===== config.mk =====
export PLATFORM = sky130hd
export DESIGN_NAME = montgomery_domain_converter
export DESIGN_NICKNAME = d
export VERILOG_FILES = /design/src/rtl/montgomery_domain_converter.sv
export SDC_FILE = /design/constraint.sdc
export NUM_CORES = 1
export LEC_CHECK = 0
export ABC_CLOCK_PERIOD_IN_PS = 12100
export BUFFER_PORTS_ARGS = -buffer_cell sky130_fd_sc_hd__buf_4
export CAP_MARGIN = 10
export CORE_ASPECT_RATIO = 1.4
export CORE_MARGIN = 3
export CORE_UTILIZATION = 40
export DETAILED_ROUTE_END_ITERATION = 12
export PLACE_DENSITY_LB_ADDON = 0.08
export SYNTH_ARGS = -nofsm -noshare
export SYNTH_HDL_FRONTEND = slang
export SYNTH_SLANG_ARGS = --single-unit

===== constraint.sdc =====
create_clock -name clk -period 12.1 [get_ports clk]
set_clock_uncertainty 0.2 [all_clocks]
set_input_delay 1.21 -clock clk [delete_from_list [all_inputs] [get_ports clk]]
set_output_delay 1.21 -clock clk [all_outputs]
set_load 0.005 [all_outputs]

===== src/rtl/montgomery_domain_converter.sv =====
// Streams 16-bit coefficients into (x R^2, reduce) or out of (x 1, reduce) the
// Montgomery domain, R = 2^16, one per cycle through three registered stages.
module montgomery_domain_converter #(
  parameter int MontgomeryR_QINV = 62209,
  parameter int KYBER_Q          = 3329,
  parameter int MONT_R2          = 1353,
  parameter int KYBER_N          = 256
) (
  input  logic        clk,
  input  logic        rst,
  input  logic        iMode,
  input  logic        iValid,
  output logic        oReady_in,
  input  logic [15:0] iCoeffs,
  output logic        oValid,
  input  logic        iReady_out,
  output logic [15:0] oCoeffs,
  output logic        oLast,
  output logic        oBusy
);

  localparam int STAGES = 3;
  localparam int IDX_W  = $clog2(KYBER_N);
  localparam logic [IDX_W-1:0]  LP_LAST = IDX_W'(KYBER_N - 1);
  localparam logic signed [31:0] LP_Q   = 32'(KYBER_Q);
  localparam logic signed [31:0] LP_R2  = 32'(MONT_R2);
  localparam logic [15:0]        LP_Q16 = 16'(KYBER_Q);
  localparam logic [15:0]        LP_QINV = 16'(MontgomeryR_QINV);

  logic                    w_adv;
  logic                    w_accept;
  logic                    w_mode;
  logic                    w_in_last;
  logic signed [31:0]      w_a;
  logic signed [31:0]      w_k;
  logic signed [31:0]      w_p;
  logic [15:0]             w_u;
  logic signed [31:0]      w_u_s;
  logic signed [31:0]      w_t;
  logic signed [15:0]      w_r;
  logic [15:0]             w_canon;

  logic [STAGES:1]         r_vld_pipe;
  logic [STAGES:1]         r_last_pipe;
  logic [IDX_W-1:0]        r_in_idx;
  logic [IDX_W-1:0]        r_out_idx;
  logic                    r_mode;
  logic signed [31:0]      r_s1_p;
  logic signed [15:0]      r_s2_r;
  logic [15:0]             r_coeff;

  // One global advance: the whole pipe stalls only when the output is held.
  assign w_adv     = !r_vld_pipe[STAGES] || iReady_out;
  assign oReady_in = w_adv;
  assign w_accept  = iValid && w_adv;
  assign w_in_last = (r_in_idx == LP_LAST);

  // First beat of a block takes iMode live; later beats use the latched copy.
  assign w_mode = (r_in_idx == '0) ? iMode : r_mode;

  // S1 operand: multiplier picked per beat, so blocks of different modes overlap safely.
  assign w_a = {{16{iCoeffs[15]}}, iCoeffs};
  assign w_k = w_mode ? 32'sd1 : LP_R2;
  assign w_p = w_a * w_k;

  // S2 Montgomery reduction: t is a multiple of 2^16, so r = t[31:16] exactly.
  assign w_u   = 16'(r_s1_p[15:0] * LP_QINV);
  assign w_u_s = {{16{w_u[15]}}, w_u};
  assign w_t   = r_s1_p - w_u_s * LP_Q;
  assign w_r   = w_t[31:16];

  // S3 canonicalisation: r is in (-q, q), one conditional add suffices.
  assign w_canon = r_s2_r[15] ? (r_s2_r + LP_Q16) : r_s2_r;

  always_ff @(posedge clk) begin
    if (rst) begin
      r_vld_pipe  <= '0;
      r_last_pipe <= '0;
      r_in_idx    <= '0;
      r_out_idx   <= '0;
      r_mode      <= 1'b0;
      r_s1_p      <= '0;
      r_s2_r      <= '0;
      r_coeff     <= '0;
    end else if (w_adv) begin
      r_vld_pipe  <= {r_vld_pipe[STAGES-1:1], iValid};
      r_last_pipe <= {r_last_pipe[STAGES-1:1], w_accept && w_in_last};
      r_s1_p      <= w_p;
      r_s2_r      <= w_r;
      r_coeff     <= w_canon;
      if (w_accept) begin
        r_in_idx <= w_in_last ? '0 : r_in_idx + IDX_W'(1);
        if (r_in_idx == '0) r_mode <= iMode;
      end
      if (r_vld_pipe[STAGES] && iReady_out)
        r_out_idx <= (r_out_idx == LP_LAST) ? '0 : r_out_idx + IDX_W'(1);
    end
  end

  // Reduction exactness and output framing invariants.
  always_ff @(posedge clk) begin
    if (!rst && r_vld_pipe[1]) assert (w_t[15:0] == 16'h0000);
    if (!rst && r_vld_pipe[STAGES]) assert (r_last_pipe[STAGES] == (r_out_idx == LP_LAST));
  end

  assign oValid  = r_vld_pipe[STAGES];
  assign oLast   = r_last_pipe[STAGES];
  assign oCoeffs = r_coeff;
  assign oBusy   = (|r_vld_pipe) || (r_in_idx != '0);

endmodule


==> metrics.cfg, run 1 <==
[status]
status = completed

[logic_synthesis]
syn_area_per_cell_um2 = 8.861
synthesis.area_um2 = 10370
ys_seq_elements = 75
synth_edf_count = 0
synthTopCellsByArea = ha_1 29%, fa_1 19%, dfxtp_1 14%
async_flop_share_pct = 0
synth_top_area_share_pct = 28.72
yosys.area.top_type = ha_1
synth.distinct_cells = 63
syn_inst = 1170
synthesis.nets = 1529
yosys_warnings = 0
synth_flop_cell = dfxtp_1
synth-seq-area-share_pct = 14.48

[floorplan]
die_x_um = 142.1
io_pins = 41
coreArea_um2 = 25470
initial_core_util_pct = 40.71
row_count = 69
die_area_um2 = 27910
die_h_um = 196.5

[drt]
post_drt_wl_per_cell_um = 15.02
drt_iter0_drc = 210
drtPass1Iterations = 7
drc = 0
vias_per_cell = 4.873
vias = 7417
finalWirelength_um = 22860
ant_nets = 0

[flow_run]
drv_cap = 0

[critical_path]
worst_path_max_delay_cell = dfxtp_1
cp-end-kind = register
crit_arrival_ns = 8.71
crit_required_ns = 12.12
cp_common_cell = ha_1
critPathKind = reg -> reg
slowest_delay_ns = 0.56
startpoint_type = register
cp_max_fo = 18

[finish]
fin_util_pct = 44.47
seqCellArea_um2 = 1501
drive_gt1_share_pct = 6.318
final_cell_mix = 252 x inv_1, 238 x ha_1, 100 x fa_1
fillers = 2566
area_delta_synth_final_pct = 9.232
diodes = 0
final_common_cell = inv_1
nets = 1557
multi_input_area_um2 = 7826

[cts]
holdBufCountCts = 0
cts_tree = done
clkTransAtPathRegs_ns = 0.07
clock_path_buffers = 2
cts_resized = 0
clock_latency_ns = 0.36
htree_levels = 3
post_cts_buffers = 0
root_buffer = clkbuf_16
cts.sinks = 75
cts_buffers = 9

[global_route]
grt_overflow = 0
track_usage_pct = 17.22
top_usage_layer = met2
grt_max_degree = 61
use_met2_pct = 33.13
grt_pass1_vias = 7881
grt_use_met1_pct = 19.87
grt_util_met3_pct = 1.820
grt_pass1_wl_um = 38450
antenna_found_initial = 0

[sta]
slew_headroom_pct = 26.83
period_needed_ns = 8.682
worst_slew_pin_slew_ns = 1.076
rsz0062_at_grt = no
setup_viol = 0
whs_ns = 0.2534
max_freq_mhz = 115.2
final-hold-violation-count = 0
fin_crit_sh_pct = 71.75
drv_slew = 0
setup_tns_ns = 0

[placed_design]
dpl.hpwl_um = 19650
io_buffers = 40
place.gp.congestion = 0.7804

[worst_hold_path]
hold_class = reg -> reg

==> layout make-up <==
type | instances | share of cell area [%]
clock inverters | 7 | 0.8176
repair buffers | 44 | 2.917
well taps | 319 | 3.524
inverters | 253 | 8.386
clock buffers | 9 | 1.989
multi-input cells | 815 | 69.11
flip-flops and latches | 75 | 13.26
==> stage by stage <==
stage          cells  cell area, um2  setup slack (ns)
6_report        1522           11320             3.418
3_5_place_dp    1506           11010             3.401
3_3_place_gp    1506           11010             3.425
4_1_cts         1522           11320             3.351
5_1_grt         1522           11320             2.824
2_1_floorplan   1170           10370             3.335
==> sequential cells by signal (all words and copies together) (netlist names) <==
signal and flops:
r_s1_p 28, oCoeffs 16, r_s2_r 16, r_in_idx 8, r_last_pipe 3, r_vld_pipe 3, r_mode 1
==> cell usage after synthesis, types with 10 or more instances <==
master / instances
a21oi_1: 67
a211oi_1: 23
nand4_1: 10
nor3_1: 10
nand2_1: 84
fa_1: 100
o21ai_0: 18
ha_1: 238
inv_1: 252
xor2_1: 28
and2_1: 17
nand3_1: 14
xnor2_1: 37
dfxtp_1: 75
clkbuf_1: 25
nor2_1: 64
==> logic make-up (layout without fill, tap and decap cells) <==
| family | after synthesis | in the layout | share of synthesized area [%] |
|---|---|---|---|
| adders and majority gates | 338 | 338 | 48.03 |
| buffers and inverters | 280 | 313 | 10.14 |
| and+or+nand+nor | 241 | 241 | 11.02 |
| AOI/OAI and AO/OA | 168 | 168 | 10.55 |
| DFF | 75 | 75 | 14.48 |
| xor gates and xnor gates | 65 | 65 | 5.491 |
| muxes | 3 | 3 | 0.2897 |
==> routing by layer <==
layer	vias to the layer above	wire [um]	part of all wire (%)
li1	3861	-	-
met1	3495	9610	42
met3	17	355	1.6
met4	0	407	1.8
met2	44	12490	55
met5	-	0	0
==> critical path, delay by kind of cell, from the launching register on <==
kind / cells / cell delay (ns)
xor+xnor: 3 / 0.43
compound gates: 6 / 1.04
simple gates: 2 / 0.41
flops: 1 / 0.56
buf+inv: 7 / 0.66
fa+ha+maj: 13 / 5.23
==> path summary, 6_finish.rpt <==
check	from	to	slack [ns]	cells after the start
max	r_s1_p[1]	r_s2_r[14]	3.42	31
min	r_s1_p[18]	r_s1_p[18]	0.25	2
max reg2reg	r_s1_p[1]	r_s2_r[14]	3.42	31
min reg2reg	r_s1_p[18]	r_s1_p[18]	0.25	2
Power of run 1 is left out: the tool's default activity adds up to more than one toggle a clock period on the data nets, which glitch-free logic cannot reach.
==> inputs of run 2 (changes only) <==
--- a/config.mk
+++ b/config.mk
@@ -5,7 +5,8 @@
 export SDC_FILE = /design/constraint.sdc
 export NUM_CORES = 1
 export LEC_CHECK = 0
-export ABC_CLOCK_PERIOD_IN_PS = 12100
+export ABC_AREA = 1
+export ABC_CLOCK_PERIOD_IN_PS = 8900
 export BUFFER_PORTS_ARGS = -buffer_cell sky130_fd_sc_hd__buf_4
 export CAP_MARGIN = 10
 export CORE_ASPECT_RATIO = 1.4
==> constraint.sdc (replaced) <==
create_clock -name clk -period 8.9 [get_ports clk]
set_clock_uncertainty 0.2 [all_clocks]
set_input_delay 0.89 -clock clk [delete_from_list [all_inputs] [get_ports clk]]
set_output_delay 0.89 -clock clk [all_outputs]
set_load 0.005 [all_outputs]
==> run 2 against run 1 <==
  * Sequential cell count stayed put
  * Synthesized cell count rose by 38%
  * Sequential share of layout area is 1.6 points lower
  * Area after synthesis grew 14%
  * Register-to-register slack worse by 2.8 ns
==> metrics.cfg, run 2 <==
[logic_synthesis]
ys_seq_elements = 75  ; unchanged
synthTopCellsByCount = 432 x inv_1, 242 x nand2_1, 238 x ha_1
yosys_warnings = 0  ; unchanged
async_flop_share_pct = 0  ; unchanged
syn_area_per_cell_um2 = 7.328  ; -17%
synth_edf_count = 0  ; unchanged
synth_flop_cell = dfxtp_1
synthesis.nets = 1976  ; +29%
yosys.area.top_type = ha_1
synth-seq-area-share_pct = 12.67  ; -1.8 points
synthesis.area_um2 = 11850  ; +14%
yosysMostFrequentCell = inv_1
synthTopCellsByArea = ha_1 25%, fa_1 17%, inv_1 14%
synth.distinct_cells = 42  ; -33%
synth_top_area_share_pct = 25.13  ; -3.6 points
syn_inst = 1617  ; +38%

[cts]
cts.sinks = 75  ; unchanged
htree_levels = 3  ; unchanged
clkTransAtPathRegs_ns = 0.07  ; about the same
root_buffer = clkbuf_16
cts_resized = 0  ; unchanged
cts_tree = done
holdBufCountCts = 0  ; unchanged
cts_buffers = 9  ; unchanged
clock_latency_ns = 0.35  ; about the same
clock_path_buffers = 2  ; unchanged
post_cts_buffers = 0  ; unchanged

[sta]
slew_headroom_pct = 39.81  ; +13 points
period_needed_ns = 8.323  ; -0.3590 ns
drv_slew = 0  ; unchanged
max_freq_mhz = 120.1  ; +4.3%
worst_slew_pin_slew_ns = 0.8973  ; -0.1789 ns
setup_viol = 0  ; unchanged
final-hold-violation-count = 0  ; unchanged
layout_setup_ws_ns = 0.5769  ; -2.841 ns
fin_crit_sh_pct = 93.52  ; +22 points
setup_tns_ns = 0  ; unchanged
rsz0062_at_grt = no

[finish]
regMostFlops = r_s1_p
multi_input_area_um2 = 8621  ; +10%
final_common_cell = inv_1
fillers = 3100  ; +21%
largest_register_ffs = 28  ; unchanged
drive_gt1_share_pct = 5.244  ; -1.1 points
final_cell_mix = 432 x inv_1, 242 x nand2_1, 238 x ha_1
nets = 2014  ; +29%
diodes = 0  ; unchanged
seqCellArea_um2 = 1501  ; unchanged
area_delta_synth_final_pct = 8.786
fin_util_pct = 44.80  ; +0.34 points

[global_route]
track_usage_pct = 20.86  ; +3.6 points
grt_pass1_wl_um = 52050  ; +35%
use_met2_pct = 38.76  ; +5.6 points
grt_use_met1_pct = 23.69  ; +3.8 points
top_usage_layer = met2
grt_util_met3_pct = 1.987  ; +0.17 points
grt_pass1_vias = 10260  ; +30%
antenna_found_initial = 0  ; unchanged
grt_max_degree = 53  ; -13%
grt_overflow = 0  ; unchanged

[worst_hold_path]
hold_class = reg -> reg
whs_path_depth = 2  ; unchanged

[critical_path]
crit_required_ns = 8.95  ; -3.17 ns
reg2regPathDepth = 35  ; +13%
critPathKind = reg -> reg
worst_path_max_delay_cell = fa_1
cp_max_fo = 8  ; -10
cp_common_cell = inv_1
startpoint_type = register
cp-end-kind = register
crit_arrival_ns = 8.37  ; -0.34 ns
slowest_delay_ns = 0.55  ; about the same

[drt]
drc = 0  ; unchanged
drtPass1Iterations = 5  ; -2
drt_iter0_drc = 390  ; +86%
ant_nets = 0  ; unchanged
finalWirelength_um = 31860  ; +39%
vias = 9748  ; +31%
post_drt_wl_per_cell_um = 15.66  ; +4.3%
vias_per_cell = 4.793  ; -1.7%

[flow_run]
drv_cap = 0  ; unchanged

[floorplan]
die_x_um = 151.5  ; +6.6%
die_h_um = 209.6  ; +6.7%
initial_core_util_pct = 41.18  ; +0.48 points
row_count = 73  ; +5.8%
coreArea_um2 = 28770  ; +13%
die_area_um2 = 31750  ; +14%
io_pins = 41  ; unchanged

[placed_design]
dpl.hpwl_um = 27960  ; +42%
io_buffers = 40  ; unchanged
dpl_worst_slack_ns = 0.4904  ; -2.911 ns
place.gp.congestion = 0.9053  ; +16%

[status]
status = completed

[run 2: changes by cell type after synthesis, sizes merged, moves of 8 or more]
cell | previous run | this run
inv | 253 | 432
nor2 | 64 | 114
nand2 | 85 | 248
nand4 | 10 | 25
nor2b | 9 | 0
a21oi | 68 | 86
xnor2 | 37 | 15
nand3 | 14 | 88
o211ai | 2 | 10
clkbuf | 25 | 15
o21bai | 4 | 16
o21ai | 30 | 82
and2 | 17 | 0
a211oi | 24 | 0
[run 2: metal layers]
metal / share of wire (%) / vias to the layer above
li1: - / 5120
met1: 42 / 4462
met2: 52 / 107
met3: 1.7 / 59
met4: 4.3 / 0
met5: 0 / -
[run 2: worst paths after layout]
check | start | endpoint | slack (ns)
max | r_s1_p[5] | r_s2_r[14] | 0.58
min | r_last_pipe[1] | r_last_pipe[1] | 0.27
max reg2reg | r_s1_p[5] | r_s2_r[14] | 0.58
min reg2reg | r_last_pipe[1] | r_last_pipe[1] | 0.27
[run 2: area by class of cell]
type                            instances  share of cell area [%]
Sequential cell                        75                   11.65
Inverter                              433                   12.61
Clock buffer                            9                   1.747
Tap cell                              375                   3.640
Multi-Input combinational cell       1085                   66.88
Timing Repair Buffer                   51                   2.970
Clock inverter                          6                  0.5048
[run 2: cells by family (layout without fill, tap and decap cells)]
family | count (synthesis) | in the layout | share of synthesized area, %
adder cells (fa/ha/maj) | 338 | 338 | 42.03
flip-flops | 75 | 75 | 12.67
XOR/XNOR | 39 | 39 | 2.883
buffers and inverters | 457 | 499 | 14.60
AND/OR/NAND/NOR | 501 | 501 | 18.12
AO/OA/AOI/OAI | 207 | 207 | 9.694
[run 2: critical path, delay by kind of cell, from the launching register on]
kind                     cells  cell delay, ns
AND/OR/NAND/NOR             11            1.23
XOR/XNOR                     1            0.18
flip-flops                   1            0.44
buffers and inverters        9            0.64
adder cells (fa/ha/maj)     14            5.50
[run 2: per-stage QoR]
| step | instance area (um2) | instances | hold slack, ns |
|---|---|---|---|
| floorplan | 11850 | 1617 | 0.2448 |
| global placement | 12600 | 2019 | 0.2541 |
| detailed placement | 12600 | 2019 | 0.2579 |
| CTS | 12890 | 2034 | 0.2687 |
| global route | 12890 | 2034 | 0.3011 |
| finish | 12890 | 2034 | 0.2693 |
Power of run 2 is left out for the same reason.
